[config.mk]
export PLATFORM = sky130hd
export DESIGN_NAME = ps2_scancode_rx
export DESIGN_NICKNAME = d
export VERILOG_FILES = /design/src/rtl/ps2_scancode_rx.sv
export SDC_FILE = /design/constraint.sdc
export NUM_CORES = 1
export LEC_CHECK = 0
export BUFFER_PORTS_ARGS = -buffer_cell sky130_fd_sc_hd__buf_4
export CAP_MARGIN = 15
export CORE_ASPECT_RATIO = 1.1
export CORE_MARGIN = 3
export CORE_UTILIZATION = 56
export CTS_CLUSTER_DIAMETER = 60
export DETAILED_ROUTE_END_ITERATION = 7
export PLACE_DENSITY = 0.81
export SYNTH_ARGS = -nofsm -noshare
export SYNTH_HDL_FRONTEND = slang
export SYNTH_SLANG_ARGS = --single-unit
[constraint.sdc]
create_clock -name clk -period 3.15 [get_ports clk]
set_input_delay 0.1575 -clock clk [delete_from_list [all_inputs] [get_ports clk]]
set_output_delay 0.1575 -clock clk [all_outputs]
set_load 0.02 [all_outputs]
[src/rtl/ps2_scancode_rx.sv]
// PS/2 device-to-host receiver: synchronises and filters the PS/2 lines,
// deframes 11-bit frames, folds E0/F0 prefixes into flags and emits
// one-cycle scancode or error strobes for the keyboard matrix mapper.
module ps2_scancode_rx #(
   parameter int unsigned FILTER_LEN     = 4,
   parameter int unsigned TIMEOUT_CYCLES = 6500
) (
   input  logic       clk,
   input  logic       reset,
   input  logic       clkps2,
   input  logic       dataps2,
   output logic [7:0] scancode,
   output logic       extended,
   output logic       released,
   output logic       valid,
   output logic       error
);

   typedef enum logic [1:0] {
      ST_IDLE,
      ST_DATA,
      ST_PARITY,
      ST_STOP
   } state_t;

   localparam logic [3:0]  FILT_LAST = 4'(FILTER_LEN - 1);
   localparam logic [15:0] TO_LAST   = 16'(TIMEOUT_CYCLES - 1);

   state_t      state;
   state_t      state_nxt;

   logic        clk_s1;
   logic        clk_s2;
   logic        dat_s1;
   logic        dat_s2;

   logic        filt_clk;
   logic [3:0]  filt_cnt;
   logic        bit_event;

   logic [7:0]  shreg;
   logic [2:0]  bitcnt;
   logic        par_bit;
   logic [15:0] tcount;
   logic        timeout;

   logic        start_ok;
   logic        start_err;
   logic        shift_en;
   logic        cap_par;
   logic        stop_good;
   logic        stop_bad;

   logic        frame_ok;
   logic        frame_err;
   logic        pend_ext;
   logic        pend_rel;

   // Two-stage synchronisers, preset to the idle-high bus level
   always_ff @(posedge clk or negedge reset) begin
      if (!reset) begin
         clk_s1 <= 1'b1;
         clk_s2 <= 1'b1;
         dat_s1 <= 1'b1;
         dat_s2 <= 1'b1;
      end else begin
         clk_s1 <= clkps2;
         clk_s2 <= clk_s1;
         dat_s1 <= dataps2;
         dat_s2 <= dat_s1;
      end
   end

   // A bit event is the cycle in which the filtered clock is about to fall
   assign bit_event = filt_clk && !clk_s2 && (filt_cnt == FILT_LAST);

   // Clock filter: accept a new level only after FILTER_LEN equal samples
   always_ff @(posedge clk or negedge reset) begin
      if (!reset) begin
         filt_clk <= 1'b1;
         filt_cnt <= '0;
      end else if (clk_s2 == filt_clk) begin
         filt_cnt <= '0;
      end else if (filt_cnt == FILT_LAST) begin
         filt_clk <= clk_s2;
         filt_cnt <= '0;
      end else begin
         filt_cnt <= filt_cnt + 4'd1;
      end
   end

   // Abort a frame when the bus stalls mid-frame; a bit event takes priority
   assign timeout = (state != ST_IDLE) && !bit_event && (tcount == TO_LAST);

   // Mid-frame idle counter, restarted by every bit event
   always_ff @(posedge clk or negedge reset) begin
      if (!reset) begin
         tcount <= '0;
      end else if (bit_event || (state == ST_IDLE)) begin
         tcount <= '0;
      end else begin
         tcount <= tcount + 16'd1;
      end
   end

   // Frame state register
   always_ff @(posedge clk or negedge reset) begin
      if (!reset) begin
         state <= ST_IDLE;
      end else begin
         state <= state_nxt;
      end
   end

   // Next-state and per-bit control decode
   always_comb begin
      state_nxt = state;
      start_ok  = 1'b0;
      start_err = 1'b0;
      shift_en  = 1'b0;
      cap_par   = 1'b0;
      stop_good = 1'b0;
      stop_bad  = 1'b0;
      if (timeout) begin
         state_nxt = ST_IDLE;
      end else if (bit_event) begin
         case (state)
            ST_IDLE: begin
               if (dat_s2) begin
                  start_err = 1'b1;
               end else begin
                  start_ok  = 1'b1;
                  state_nxt = ST_DATA;
               end
            end
            ST_DATA: begin
               shift_en = 1'b1;
               if (bitcnt == 3'd7) begin
                  state_nxt = ST_PARITY;
               end
            end
            ST_PARITY: begin
               cap_par   = 1'b1;
               state_nxt = ST_STOP;
            end
            ST_STOP: begin
               state_nxt = ST_IDLE;
               if (dat_s2 && ((^shreg) ^ par_bit)) begin
                  stop_good = 1'b1;
               end else begin
                  stop_bad = 1'b1;
               end
            end
            default: begin
               state_nxt = ST_IDLE;
            end
         endcase
      end
   end

   // Shift register, bit counter and parity capture
   always_ff @(posedge clk or negedge reset) begin
      if (!reset) begin
         shreg   <= '0;
         bitcnt  <= '0;
         par_bit <= 1'b0;
      end else begin
         if (start_ok) begin
            bitcnt <= '0;
         end
         if (shift_en) begin
            shreg  <= {dat_s2, shreg[7:1]};
            bitcnt <= bitcnt + 3'd1;
         end
         if (cap_par) begin
            par_bit <= dat_s2;
         end
      end
   end

   // Frame outcome, registered so the output stage acts one cycle after the stop event
   always_ff @(posedge clk or negedge reset) begin
      if (!reset) begin
         frame_ok  <= 1'b0;
         frame_err <= 1'b0;
      end else begin
         frame_ok  <= stop_good;
         frame_err <= stop_bad | start_err | timeout;
      end
   end

   // Output stage: prefix folding, scancode strobe and error strobe.
   // shreg is still stable here: it only shifts after a new start bit.
   always_ff @(posedge clk or negedge reset) begin
      if (!reset) begin
         scancode <= 8'h00;
         extended <= 1'b0;
         released <= 1'b0;
         valid    <= 1'b0;
         error    <= 1'b0;
         pend_ext <= 1'b0;
         pend_rel <= 1'b0;
      end else begin
         valid <= 1'b0;
         error <= 1'b0;
         if (frame_err) begin
            error    <= 1'b1;
            pend_ext <= 1'b0;
            pend_rel <= 1'b0;
         end else if (frame_ok) begin
            if (shreg == 8'hE0) begin
               pend_ext <= 1'b1;
            end else if (shreg == 8'hF0) begin
               pend_rel <= 1'b1;
            end else begin
               scancode <= shreg;
               extended <= pend_ext;
               released <= pend_rel;
               valid    <= 1'b1;
               pend_ext <= 1'b0;
               pend_rel <= 1'b0;
            end
         end
      end
   end

endmodule
Word-level counts from Yosys, hierarchy flattened
Index checks and enable logic that the tools add are counted.
- add/subtract/negate cells: 3
- eq/ne operators: 13
- muxes and demuxes: 45
- bitwise operators: 7
- reductions and logical operators: 19
- operators with widths (operator ; count):
    2-to-1 mux 1 bit ; 35
    adder 16 x 1 -> 16 bit (second input constant) ; 1
    equality test 16 x 13 -> 1 bit (second input constant) ; 1
    equality test 8 bit (second input constant) ; 2
    2-to-1 mux 16 bit ; 1
    inequality test 3 bit (second input constant) ; 3
    2-to-1 mux 2 bit ; 4
    2-to-1 mux 4 bit ; 2
    case mux 2 bit (4 select lines) ; 1
    nonzero test 2 bit ; 4
    XOR reduction 8 bit ; 1
    2-to-1 mux 3 bit ; 2
    AND reduction 2 bit ; 3
    logical AND 1 bit ; 5
    adder 4 x 1 -> 4 bit (second input constant) ; 1
    equality test 2 bit (second input constant) ; 2
    equality test 4 x 2 -> 1 bit (second input constant) ; 1
    inverter 1 bit ; 4
    AND reduction 4 bit ; 1
    adder 3 x 1 -> 3 bit (second input constant) ; 1
    equality test 3 bit (second input constant) ; 1
    AND reduction 3 bit ; 1
    equality test 2 x 1 -> 1 bit (second input constant) ; 1
    zero test 1 bit ; 2
    other kinds (6) ; 7
- register bits after elaboration: 55
- bits of input ports: 4
- output and inout bits: 12
- logic and storage cells: 107

Logic depth before layout (Yosys ltp)
- depth in word-level cells: 9
- mapped depth: 8
- gate-level depth less buffers: 6

Least setup slack after synthesis
OpenSTA, ideal clock, no wires.
- path type: flip-flop to flip-flop
- from: register clk_s2
- to: register frame_err
- setup time: 0.066 ns
- arrival time: 1.804 ns
- required time: 3.084 ns
- path slack: 1.280 ns
- stages on the path, launching flop included: 9
- path buffers: 2
- clock period less this slack: 1.870 ns
- path through: dfstp_2 > inv_1 > ha_1 > nor4bb_1 > buf_2 > or2_2 > buf_2 > o32ai_2 > o31a_1
- word-level cells in the longest chain between the ends: 9
- elaborated cells on any way between the ends: 12
- classes of those cells: mux: 4; bitwise: 2; reduce/logical: 6
- RTL lines (element ; RTL line ; text):
    from (decl) ; 33 ; logic clk_s2;
    from (signal assigned) ; 68 ; clk_s2 <= clk_s1;
    zero test 1 bit * ; 75 ; assign bit_event = filt_clk && !clk_s2 && (filt_cnt == FILT_LAST);
    logical AND 1 bit * (2 in a row) ; 75 ;
    zero test 1 bit ; 93 ; assign timeout = (state != ST_IDLE) && !bit_event && (tcount == TO_LAST);
    logical AND 1 bit (2 in a row) ; 93 ;
    2-to-1 mux 1 bit ; 124 ; if (timeout) begin
    OR 1 bit ; 188 ; frame_err <= stop_bad | start_err | timeout;
    OR 1 bit * ; 188 ;
    to (signal assigned) ; 188 ;
    to (decl) ; 55 ; logic frame_err;
Every way passes the cells marked *; elsewhere a longest branch is shown, timed or not.
A chain may end at the register's enable or synchronous reset.

Worst setup path in the final report
- from: register clk_s2
- to: register state[0]
- word-level cells in the longest chain between the ends: 8
- elaborated cells on any way between the ends: 11
- classes of those cells: eq/ne: 2; mux: 1; reduce/logical: 8
- RTL lines (element ; RTL line ; text):
    zero test 1 bit * ; 75 ;
    logical AND 1 bit * (2 in a row) ; 75 ;
    zero test 1 bit ; 93 ;
    logical AND 1 bit (2 in a row) ; 93 ;
    inequality test 3 bit (no line) / nonzero test 2 bit (equally long branches) ; -- ;
    AND reduction 3 bit (no line) ; -- ;
    to (signal assigned) ; 111 ; state <= state_nxt;
    to (decl) ; 29 ; state_t state;
Marks and branches as above.

==> results by group <==
Outcome
  • Outcome: finished, final reports clean

Pwr
  • Power per cell area: 573 nW/um2
  • Clk pwr share: 0.288
  • Switch share: 0.291
  • Total Power: 1.63 mW
  • Part of the power in registers: 0.531
  • Int Pwr: 1.15 mW
  • Leakage power: 1.32 nW
  • Combinational share of power: 0.181
  • Maximum vdd ir drop: 0.000318 V
  • Net Sw Power: 0.474 mW

Floorplanning
  • I/O pins: 16
  • DIE WIDTH: 70.1 um
  • Site row count: 25
  • Core footprint: 4320 um2
  • Die height: 76.5 um
  • Initial core utilization: 0.586
  • Die ar.: 5360 um2

Min path
  • Worst hold path class: reg2reg

Timing
  • Period utilization: 0.638
  • Setup TNS: 0 ps
  • Max Transition Viols Final: 0
  • Final setup viols: 0
  • RSZ-0062 raised after global routing: false
  • Slew @ Worst Pin: 661 ps
  • Worst-case hold slack: 359 ps
  • Fmax: 0.498 GHz
  • Fin. Hold Viols: 0
  • Rel. slew slack: 0.559
  • Clk_skew: 9.60 ps
  • Fin crit period: 2010 ps

Clock tree
  • Clock root buffer: clkbuf_8
  • Clk slew on worst S/H paths: 90 ps
  • Clk sinks: 55
  • CTS resizes: 0
  • Post-CTS Setup Inserts: 0
  • Num CTS Buffers: 5
  • CTS max path bufs: 2
  • Clock latency on the worst-skew pair: 310 ps
  • TritonCTS clock tree: yes
  • H-Tree Depth: 2

Global route
  • First-pass GRT wire length: 7520 um
  • Initial antenna violation count: 0
  • Grt ovf: 0
  • Vias in the first global route: 1745
  • Maximum number of pins on one net before global-route repair: 56
  • Total GRT Usage: 0.174

Final layout
  • Proportion of layout cells with a drive suffix above 1: 0.184
  • Design Area, Final: 2840 um2
  • Layout area overhead: 12.2%
  • Diodes inserted: 0
  • Final Non-Filler Cells: 304
  • Net count, final: 267
  • # fillers: 325

Logic synthesis
  • Synth Instances: 229
  • Mapped Area: 2530 um2
  • Syn_nets: 247
  • Sequential area share after synthesis: 0.546
  • Area contributors post-synth: dfrtp_1 49%, ha_1 6.9%, mux2_2 5.8%
  • Area leader, netlist: dfrtp_1
  • Mapped Avg Cell Area: 11.0 um2
  • Share of the synthesized area in the top cell type: 0.495
  • Synth Warn #: 0
  • FF+latch count, synth: 55
  • Synth unique cells: 37

Routing
  • Number of nets with antenna violations after routing: 0
  • Overall routed net length: 4180 um
  • Initial DRT Pass Iterations: 4
  • Via/cell ratio: 5.57
  • Vias post-DR: 1693
  • Avg WL per Cell: 13.7 um
  • DRT iter0 DRCs: 122
  • # DRC: 0

Critical path
  • Worst Setup Start Kind: flop
  • Required @ worst endpoint: 3330 ps
  • Crit Path Max Fanout: 18
  • Nature of the critical path endpoint: flop
  • Kind of critical path: reg2reg
  • CP Data Arrival Time: 2190 ps

Placed design
  • HPWL after DPL: 2980 um
  • Placed cell area: 2690 um2
  • Inst Count DP: 293
  • GPL Wtd Cong: 0.764
  • IO buf count: 15

Flow run
  • Max-cap violations: 0
-- cell usage after synthesis (all sizes together) --
| master | n |
|---|---|
| a32o | 2 |
| o31a | 1 |
| xor2 | 3 |
| o21ai | 15 |
| dfrtp | 50 |
| a22o | 1 |
| nor2 | 17 |
| o21a | 1 |
| or3 | 3 |
| clkbuf | 3 |
| ha | 14 |
| inv | 15 |
| nor3 | 5 |
| a211oi | 1 |
| nor4bb | 1 |
| xnor2 | 13 |
| buf | 3 |
| nand4 | 4 |
| and3 | 2 |
| or4 | 2 |
| nor4 | 4 |
| o221ai | 2 |
| nand2 | 19 |
| a21oi | 8 |
| mux2 | 13 |
| dfstp | 5 |
| or2 | 1 |
| nand2b | 2 |
| o31ai | 1 |
| nor4b | 1 |
| o32ai | 1 |
| nand3 | 9 |
| nor2b | 4 |
| nand3b | 3 |
-- power groups by stage --
stage	logic [mW]	registers (mW)	clock network, mW
final	0.294	0.863	0.468
after global routing	0.348	0.879	0.513
after CTS	0.300	0.864	0.485
after detailed placement	0.297	0.877	0
after global placement	0.280	0.872	0
after floorplan	0.243	0.851	0
-- metal layers --
layer / track usage / vias to the layer above / routed length (um)
met3: 0.0369 / 6 / 145
met5: 0 / - / 0
met2: 0.312 / 24 / 2190
li1: - / 831 / -
met4: 0.0613 / 0 / 57
met1: 0.204 / 832 / 1780
-- state kept, by name (all words and copies together) (netlist names) --
name and count:
pend_rel 1, filt_cnt 4, valid 1, filt_clk 1
scancode 8, clk_s1 1, dat_s2 1, shreg 8
tcount 16, frame_err 1, clk_s2 1, extended 1
dat_s1 1, released 1, frame_ok 1, pend_ext 1
bitcnt 3, state 2, error 1, par_bit 1
-- area by class of cell --
cell class | instances | area, um2 | area share
Sequential cell | 55 | 1380 | 0.487
Tap cell | 54 | 67.6 | 0.0238
Timing Repair Buffer | 19 | 150 | 0.0529
Multi-Input combinational cell | 153 | 1070 | 0.376
Clock buffer | 5 | 68.8 | 0.0243
Clock inverter | 3 | 46.3 | 0.0163
Inverter | 15 | 56.3 | 0.0198
-- metrics by stage --
step | util | setup slack [ps]
6_report | 0.657 | 1140
5_1_grt | 0.657 | 984
4_1_cts | 0.657 | 1130
3_5_place_dp | 0.624 | 1140
3_3_place_gp | 0.624 | 1210
2_1_floorplan | - | 1280
-- timing repair --
| item | 4_1_cts | 5_1_grt |
|---|---|---|
| hold buffers | 3 | 0 |
| endpoints found under the hold margin | 52 | 0 |
| endpoints found under the setup margin | 0 | 0 |
-- path summary, 6_finish.rpt --
check                                       from                     to  slack, ps  cells past startpoint
worst max-delay path            clk_s2$_DFF_PN1_   state[0]$_DFFE_PN0P_       1140                      7
worst min register to register  clk_s1$_DFF_PN1_       clk_s2$_DFF_PN1_        360                      0
min in group asynchronous                  reset        error$_DFF_PN0_        420                      2
max in group asynchronous                  reset  bitcnt[1]$_DFFE_PN0P_       2280                      2
worst min-delay path            clk_s1$_DFF_PN1_       clk_s2$_DFF_PN1_        360                      0
worst max register to register  clk_s2$_DFF_PN1_   state[0]$_DFFE_PN0P_       1140                      7
-- logic make-up after synthesis --
| family | count (synthesis) | synth area share |
|---|---|---|
| adder cells (fa/ha/maj) | 14 | 0.0692 |
| multiplexers | 13 | 0.0579 |
| AND/OR/NAND/NOR | 77 | 0.156 |
| buffers and inverters | 21 | 0.0321 |
| XOR/XNOR | 16 | 0.0554 |
| flip-flops | 55 | 0.546 |
| AO/OA/AOI/OAI | 33 | 0.0826 |
-- layout by cell type (no fill, tap or decap), types with 2 or more instances in the layout --
cell type / instances
nand2_1: 19
xor2_1: 3
a32o_1: 2
nor3_1: 4
o221ai_1: 2
o21ai_0: 15
dlygate4sd3_1: 3
dfrtp_1: 50
or3_1: 3
nand4_1: 4
nand3b_1: 3
nand2b_1: 2
clkbuf_8: 5
dfstp_2: 5
nand3_1: 9
nor4_1: 4
inv_1: 15
nor2_1: 17
xnor2_1: 13
and3_1: 2
buf_4: 16
nor2b_1: 4
a21oi_1: 8
mux2_2: 13
ha_1: 14
-- critical path: stages (launching register included) --
cell	delay (ps)
dfstp_2	520
inv_1	40
ha_1	170
nor4bb_1	130
buf_4	160
or2_2	440
nor3_2	270
o221ai_1	140
No activity file was read; power rests on OpenSTA's default activity.
